$ cat config.mk
export PLATFORM = sky130hd
export DESIGN_NAME = ring_token_sched_flat
export DESIGN_NICKNAME = d
export VERILOG_FILES = /design/src/rtl/ring_token_sched_if.sv /design/src/rtl/ring_token_sched.sv /design/src/flat_wrapper.sv
export SDC_FILE = /design/constraint.sdc
export NUM_CORES = 1
export LEC_CHECK = 0
export CAP_MARGIN = 15
export CORE_ASPECT_RATIO = 0.6
export CORE_MARGIN = 1
export CORE_UTILIZATION = 52
export CTS_CLUSTER_SIZE = 10
export DETAILED_ROUTE_END_ITERATION = 10
export GPL_TIMING_DRIVEN = 0
export PLACE_DENSITY = 0.83
export SYNTH_ARGS = -nofsm -noshare
export SYNTH_HDL_FRONTEND = slang
export SYNTH_SLANG_ARGS = --single-unit
$ cat constraint.sdc
create_clock -name clk -period 2.25 [get_ports clk]
set_input_delay 0.225 -clock clk [delete_from_list [all_inputs] [get_ports clk]]
set_output_delay 0.225 -clock clk [all_outputs]
set_load 0.005 [all_outputs]
$ cat src/rtl/ring_token_sched_if.sv
// Purpose: request/grant bundle between ring nodes and the token scheduler.
// Latency: none, wires only.
// Backpressure: none; req is a level, and grant is the only response to it.
interface ring_token_sched_if #(
    parameter int K = 8
);
    logic [K-1:0] req;
    logic         loss;
    logic [K-1:0] grant;
    logic [5:0]   token_pos;
    logic         stable;
    logic         lost;
    logic         lap_done;

    // Node/environment side: drives requests and the loss indication
    modport master (
        output req, loss,
        input  grant, token_pos, stable, lost, lap_done
    );

    // Scheduler side
    modport slave (
        input  req, loss,
        output grant, token_pos, stable, lost, lap_done
    );
endinterface

$ cat src/rtl/ring_token_sched.sv
// Purpose: token-ring arbiter granting one node at a time, with token-loss detection and optional regeneration.
// Latency: grant is registered, so it rises one cycle after the token reaches a requesting node.
// Backpressure: none; a holder keeps grant for at most HOLD_MAX cycles, then the token moves on.
// Build option: define RING_TOKEN_REGEN_EN to regenerate a lost token at node 0 after TIMEOUT cycles.
module ring_token_sched #(
    parameter int K        = 8,
    parameter int HOLD_MAX = 4,
    parameter int TIMEOUT  = 16
) (
    input  logic               clk,
    input  logic               reset,
    ring_token_sched_if.slave  bus
);
    if (K < 2 || K > 64 || HOLD_MAX < 1 || HOLD_MAX > 255 ||
        TIMEOUT < 1 || TIMEOUT > 255) begin : g_bad_param
        $error("ring_token_sched: parameter out of range");
    end

    typedef enum logic [1:0] {CIRCULATE, HOLD, LOST} state_t;

    localparam logic [5:0] POS_LAST = 6'(K - 1);
    localparam logic [7:0] HOLD_LIM = 8'(HOLD_MAX);

    state_t       state_q, state_d;
    logic [5:0]   pos_q, pos_d;
    logic [5:0]   hop_q, hop_d;
    logic [7:0]   hold_q, hold_d;
    logic [K-1:0] grant_q, grant_d;
    logic         stable_q, stable_d;
    logic         lap_q, lap_d;
    logic         do_pass;
    logic [K-1:0] pos_oh;
    logic         req_here;
`ifdef RING_TOKEN_REGEN_EN
    localparam logic [7:0] TMO_LAST = 8'(TIMEOUT - 1);
    logic [7:0]   tmo_q, tmo_d;
`endif

    // One-hot of the holder position; avoids a narrow-index select into req
    assign pos_oh   = {{(K-1){1'b0}}, 1'b1} << pos_q;
    assign req_here = |(bus.req & pos_oh);

    // Next-state and output decode; a pass is requested here and resolved after the case
    always_comb begin
        state_d  = state_q;
        pos_d    = pos_q;
        hop_d    = hop_q;
        hold_d   = hold_q;
        grant_d  = '0;
        stable_d = stable_q;
        lap_d    = 1'b0;
        do_pass  = 1'b0;
`ifdef RING_TOKEN_REGEN_EN
        tmo_d    = tmo_q;
`endif
        case (state_q)
            CIRCULATE: begin
                // Capturing the token takes priority over loss on this hop
                if (req_here) begin
                    state_d = HOLD;
                    grant_d = pos_oh;
                    hold_d  = 8'd1;
                end else begin
                    do_pass = 1'b1;
                end
            end
            HOLD: begin
                if (req_here && hold_q < HOLD_LIM) begin
                    grant_d = pos_oh;
                    hold_d  = hold_q + 8'd1;
                end else begin
                    // Exit always hands the token on in the same cycle, so a node cut off
                    // at HOLD_MAX cannot see it again until the ring has gone round.
                    state_d = CIRCULATE;
                    do_pass = 1'b1;
                end
            end
            LOST: begin
`ifdef RING_TOKEN_REGEN_EN
                if (tmo_q == TMO_LAST) begin
                    state_d = CIRCULATE;
                    pos_d   = '0;
                    hop_d   = '0;
                    tmo_d   = '0;
                end else begin
                    tmo_d   = tmo_q + 8'd1;
                end
`endif
            end
            default: state_d = CIRCULATE;
        endcase

        if (do_pass) begin
            if (bus.loss) begin
                state_d  = LOST;
                hop_d    = '0;
                stable_d = 1'b0;
`ifdef RING_TOKEN_REGEN_EN
                tmo_d    = '0;
`endif
            end else begin
                pos_d = (pos_q == POS_LAST) ? 6'd0 : pos_q + 6'd1;
                hop_d = (hop_q == POS_LAST) ? hop_q : hop_q + 6'd1;
                if (hop_d == POS_LAST) begin
                    stable_d = 1'b1;
                end
                lap_d = (pos_q == POS_LAST);
            end
        end
    end

    // State and output registers, cleared asynchronously
    always_ff @(posedge clk or posedge reset) begin
        if (reset) begin
            state_q  <= CIRCULATE;
            pos_q    <= '0;
            hop_q    <= '0;
            hold_q   <= '0;
            grant_q  <= '0;
            stable_q <= 1'b0;
            lap_q    <= 1'b0;
`ifdef RING_TOKEN_REGEN_EN
            tmo_q    <= '0;
`endif
        end else begin
            state_q  <= state_d;
            pos_q    <= pos_d;
            hop_q    <= hop_d;
            hold_q   <= hold_d;
            grant_q  <= grant_d;
            stable_q <= stable_d;
            lap_q    <= lap_d;
`ifdef RING_TOKEN_REGEN_EN
            tmo_q    <= tmo_d;
`endif
        end
    end

    assign bus.grant     = grant_q;
    assign bus.token_pos = pos_q;
    assign bus.stable    = stable_q;
    assign bus.lost      = (state_q == LOST);
    assign bus.lap_done  = lap_q;
endmodule
$ cat src/flat_wrapper.sv
// flat-port wrapper written by rule: the top's interface ports become plain ports
module ring_token_sched_flat 
#(
    parameter int K        = 8,
    parameter int HOLD_MAX = 4,
    parameter int TIMEOUT  = 16
)
  (clk, reset, bus_req, bus_loss, bus_grant, bus_token_pos, bus_stable, bus_lost, bus_lap_done);
  ring_token_sched_if #(.K(K)) bus_i ();
  input  logic clk;
  input  logic reset;
  input wire logic [$bits(bus_i.req)-1:0] bus_req;
  input wire logic [$bits(bus_i.loss)-1:0] bus_loss;
  output wire logic [$bits(bus_i.grant)-1:0] bus_grant;
  output wire logic [$bits(bus_i.token_pos)-1:0] bus_token_pos;
  output wire logic [$bits(bus_i.stable)-1:0] bus_stable;
  output wire logic [$bits(bus_i.lost)-1:0] bus_lost;
  output wire logic [$bits(bus_i.lap_done)-1:0] bus_lap_done;
  assign bus_i.req = bus_req;
  assign bus_i.loss = bus_loss;
  assign bus_grant = bus_i.grant;
  assign bus_token_pos = bus_i.token_pos;
  assign bus_stable = bus_i.stable;
  assign bus_lost = bus_i.lost;
  assign bus_lap_done = bus_i.lap_done;
  ring_token_sched #(.K(K), .HOLD_MAX(HOLD_MAX), .TIMEOUT(TIMEOUT)) u_core (.clk(clk), .reset(reset), .bus(bus_i));
endmodule
==> run metrics, run 1 <==
Yosys top cell area share=0.504; CP top delay family=multiplexers; sequential element share of the synthesized area=0.504; most frequent cells in the layout=dfrtp_1, clkdlybuf4s50_1, nor2_1; Port Buffer Count=27; # IOs=28; WP buf/inv=3; hold buffers post-CTS=0; leading area contributor after synthesis=dfrtp_1; clock latency at the later pin of the worst-skew pair=0.27 ns; Avg Cell Area, Syn=10.2 µm²; f_max=463 MHz; Largest stage delay, worst path=0.64 ns; Total Die Area=0.00329 mm²; postcts setup bufs=0; number of enable flip-flop cells after synthesis=0; max-cap violations=0; ys flop type=dfrtp_1; drt wl/cell=15.7 µm; grt ovf=0; GPL Wtd Cong=0.838; Mapped Cells=156; final setup vio count=0; number of H-tree levels=2; maximum vdd drop=0.834 mV; Cell Area, Synth=0.00159 mm²; initial antenna violation count=0; final non-filler cell total=234; CP Max Fanout=9; #FFs+latches synth=32; Max Buffers Root-to-Sink=2; fin util=0.716; Critical Path Start Type=register; initial DRC count=140; Distinct cells, synth=43; vias in the first global route=1188; fin. max-slew vios=0; Setup crit end kind=register; P_leak=0.870 nW; top cells by area, synth=dfrtp_1, mux2_2, nor2_1; critical path class=reg -> reg; most common cell after layout, fill and taps aside=dfrtp_1; Initial Util=0.549; Final Hold Fails=0; GRT Total Usage=0.254; CP cell instances=mux4_1, nor2_4, or2_1, buf_6, or3_1, buf_2, inv_2, o21a_1; DRT Pass-1 Iters=4; Crit path arrival time=2.33 ns; TritonCTS clock tree=done; Vias=1356; Clk pin slew, worst setup/hold paths=0.06 ns; crit path time final=2.16 ns; share of layout cells above drive strength 1=0.151; first-pass GRT wire length=5950 µm; via density per instance=5.79; DP HPWL=2630 µm; pwr/cell area=1280 mW/mm²; Crit-path slowest cell=mux4_1; Hold Path Class=in -> async; fin crit share=0.960; Fin Hold WS=0.253 ns; Max-slew headroom=0.506; ys async rst share=1.00; clk_skew=0.00210 ns; Sink Count=32; Placeable Area=0.00289 mm²; Ys Warns=0; reg-to-reg setup timing slack=0.09 ns; fin nets=205; cts bufs inserted=5; antenna fix cells=0; largest net degree at the start of global routing=33; Die Y=44.8 µm; Synth Net Count=170; Final Routed Wirelength=3670 µm; worst-margin pin slew=0.740 ns; Horiz. Die Dim=73.3 µm; CP required=2.42 ns; Area Overhead vs Synth=30.4%; status=complete, no violations; root buffer cell=clkbuf_8; antenna viol nets, final=0; drt drc=0; FP Rows=15; # placed instances=225
[final timing paths]
path	start	endpoint	depth (start not counted)
setup / recovery	u_core.bus.token_pos[1]	u_core.hold_q[0]	8
hold / removal	reset	u_core.bus.grant[5]	2
setup reg to reg	u_core.bus.token_pos[1]	u_core.hold_q[0]	8
hold reg to reg	u_core.hold_q[7]	u_core.hold_q[7]	1
max in group asynchronous	reset	u_core.hold_q[6]	3
min in group clk	u_core.hold_q[7]	u_core.hold_q[7]	1
[power breakdown]
group	switching, mW	internal [mW]	leakage [nW]	total (mW)
combinational	0.745	0.564	0.401	1.31
sequential	0.161	0.730	0.424	0.890
clock	0.198	0.249	0.0455	0.448
total	1.10	1.54	0.870	2.65
[timing repair]
item                                   CTS  global route
setup endpoints to repair                3            16
gates resized for setup                  1            10
endpoints found under the hold margin    0             0
[kinds of logic (layout without fill, tap and decap cells)]
logic type	after synthesis	in the layout	synth area share
AO/OA/AOI/OAI	37	37	0.167
XOR/XNOR	4	4	0.0221
adder cells (fa/ha/maj)	3	3	0.0236
buffers and inverters	17	53	0.0473
flip-flops	32	32	0.504
multiplexers	7	7	0.0583
AND/OR/NAND/NOR	56	56	0.177
[cell usage after synthesis (2+ instances only)]
cell type   n
a41oi_1     3
ha_1        3
clkbuf_1    4
nand2b_1    2
o2bb2ai_1   2
a21o_1      2
and3_1      2
dfrtp_1    32
nand2_1     7
o211ai_1    3
nor2_1     15
buf_2       3
nand3_1     8
mux2_2      5
o21ai_0     6
a31oi_1     2
o22ai_1     2
nor3_1      7
nor4_1      8
a2bb2oi_1   2
a21oi_1     6
inv_1       8
xnor2_1     4
[per-stage QoR]
step / total power [mW] / setup WS (ns) / TNS, ns / cell area (µm²)
final: 2.65 / 0.0890 / 0 / 2070
after detailed placement: 2.10 / -0.0826 / -0.137 / 1910
after floorplan: 1.67 / 0.213 / 0 / 1590
after global routing: 2.84 / -0.00939 / -0.0111 / 2070
after CTS: 2.55 / 0.0120 / 0 / 2000
after global placement: 2.05 / -0.0411 / -0.0709 / 1910
[per-layer routing]
layer | track usage | wire length (µm) | up-vias
met5 | 0 | 0 | -
met4 | 0.0808 | 44 | 0
met3 | 0.0692 | 204 | 6
met2 | 0.372 | 1650 | 48
met1 | 0.369 | 1780 | 661
li1 | - | - | 641
[final cells by class]
cell class                 instances  area, µm²
multi-input combinational        107        753
inverter                           9       33.8
buffer                             8       41.3
timing repair buffer              28        298
clock buffer                       8       90.1
fill                             218        820
tap                               42       52.6
sequential                        32        802
[registers in the layout, summed over array words and instances (netlist names)]
register              cells
u_core.bus.grant          8
u_core.bus.token_pos      6
u_core.bus.stable         1
u_core.bus.lap_done       1
u_core.state_q            2
u_core.hold_q             8
u_core.hop_q              6
No activity file was read; power rests on OpenSTA's default activity.
==> run 2, diff against run 1 <==
- SKIP_LAST_GASP: default -> 1
==> run 2 against run 1 <==
Compared with the run above: clock-buffer cell count is the same; sequential power fell by 0.4%; worst setup slack gained 0.0081 ns; first-iteration DRC count shrank 24%; die area is the same; register-to-register slack about the same; cell count did not move; critical path type unchanged; core utilization shrank 0.17 points; largest power group unchanged; maximum frequency grew 0.38%; cell area fell by 0.24%.
==> run metrics, run 2 (synthesized netlist as in run 1, its figures left out) <==
f_max=464 MHz (+0.38%); crit path time final=2.15 ns (-0.00814 ns); FP Rows=15 (unchanged); root buffer cell=clkbuf_8; Setup crit end kind=register; busiest grt layer=met2; via density per instance=5.73 (-1.1%); number of H-tree levels=2 (unchanged); RSZ-0062 raised after global routing=yes; drt wl/cell=15.4 µm (-1.6%); Crit-path slowest cell=mux4_1; Crit path arrival time=2.32 ns (about the same); met3 Use GR=0.0692 (unchanged); vias in the first global route=1188 (unchanged); antenna fix cells=0 (unchanged); P_leak=0.867 nW (-0.37%); TritonCTS clock tree=done; Vias=1341 (-1.1%); # IOs=28 (unchanged); critical path class=reg -> reg; DP Area=0.00191 mm² (unchanged); Final Routed Wirelength=3610 µm (-1.6%); register area=802 µm² (unchanged); CP required=2.41 ns (about the same); area of the multi-input gates=748 µm² (-0.66%); Hold Path Class=in -> async; final setup vio count=0 (unchanged); Sink Count=32 (unchanged); initial DRC count=106 (-24%); most common cell after layout, fill and taps aside=dfrtp_1; Final Hold Fails=0 (unchanged); most frequent cells in the layout=dfrtp_1, clkdlybuf4s50_1, nor2_1; fin nets=205 (unchanged); Final Cell Area=0.00207 mm² (-0.24%); DRT Pass-1 Iters=4 (unchanged); maximum vdd drop=0.825 mV (-0.99%); fin crit share=0.957 (-0.00362); DP HPWL=2630 µm (unchanged); clk_skew=0.00292 ns (+0.000817 ns); Clk pin slew, worst setup/hold paths=0.06 ns (about the same); initial antenna violation count=0 (unchanged); antenna viol nets, final=0 (unchanged); drt drc=0 (unchanged); GPL Wtd Cong=0.838 (unchanged); cts bufs inserted=5 (unchanged); Max-slew headroom=0.513 (+0.00692); clock latency at the later pin of the worst-skew pair=0.27 ns (about the same); Die Y=44.8 µm (unchanged); fillcell total=219 (+0.46%); largest net degree at the start of global routing=33 (unchanged); global routing usage on met2=0.372 (unchanged); Largest stage delay, worst path=0.64 ns (about the same); Placeable Area=0.00289 mm² (unchanged); first-pass GRT wire length=5950 µm (unchanged); CP top delay family=multiplexers; CP cell instances=mux4_1, nor2_4, or2_1, buf_6, or3_1, buf_2, inv_2, o21a_1; Total Die Area=0.00329 mm² (unchanged); Port Buffer Count=27 (unchanged); Area Overhead vs Synth=30.1%; WP buf/inv=3 (unchanged); Horiz. Die Dim=73.3 µm (unchanged); max-cap violations=0 (unchanged); GRT Total Usage=0.254 (unchanged); worst-margin pin slew=0.729 ns (-0.0104 ns); pwr/cell area=1270 mW/mm² (-0.47%); Max Buffers Root-to-Sink=2 (unchanged); grt ovf=0 (unchanged); Initial Util=0.549 (unchanged); Critical Path Start Type=register; hold buffers post-CTS=0 (unchanged); share of layout cells above drive strength 1=0.146 (-0.00521); postcts setup bufs=0 (unchanged); CP Max Fanout=9 (unchanged); fin. max-slew vios=0 (unchanged); setup TNS=0 ns (unchanged); met1 GRT Util=0.369 (unchanged); status=complete, no violations
run 2: changes by cell type in the layout (fill, tap and decap cells not counted):
cell / previous run / this run
nor3_1: 5 / 6
nor3_2: 2 / 1
run 2: path summary, 6_finish.rpt:
check	startpoint	end	slack [ns]	depth (start not counted)
max reg2reg	u_core.bus.token_pos[1]	u_core.hold_q[0]	0.1	8
max	u_core.bus.token_pos[1]	u_core.hold_q[0]	0.1	8
max in group asynchronous	reset	u_core.state_q[1]	1.56	3
min in group clk	u_core.hold_q[7]	u_core.hold_q[7]	0.51	1
min	reset	u_core.bus.grant[5]	0.26	2
min reg2reg	u_core.hold_q[7]	u_core.hold_q[7]	0.51	1
run 2: routing by layer:
layer	vias up	part of all wire
li1	640	-
met5	-	0
met3	2	0.081
met2	58	0.44
met1	641	0.47
met4	0	0.0072
run 2: layout make-up:
cell class                      instances  area share
Buffer                                  8      0.0200
Inverter                                9      0.0164
Clock buffer                            8      0.0436
Tap cell                               42      0.0254
Timing Repair Buffer                   28       0.144
Multi-Input combinational cell        107       0.362
Sequential cell                        32       0.388
run 2: power breakdown:
group          switching, mW  internal (mW)  leakage [nW]
clock network          0.193          0.249        0.0455
logic                  0.737          0.563         0.398
registers              0.157          0.730         0.424
total                   1.09           1.54         0.867
run 2: stage by stage:
stage	power (mW)	setup WS [ns]	util	hold WS, ns	std cells
6_report	2.63	0.0971	0.715	0.256	234
5_1_grt	2.83	-0.0511	0.715	0.304	234
4_1_cts	2.55	0.0120	0.693	0.516	233
3_5_place_dp	2.10	-0.0826	0.661	0.499	225
3_3_place_gp	2.05	-0.0411	0.661	0.489	225
2_1_floorplan	1.67	0.213	-	0.310	156
run 2: repair_timing:
action,in CTS,in global routing
endpoints found under the setup margin,3,16
hold endpoints to repair,0,0
pin swaps,0,0
gates resized for setup,1,9
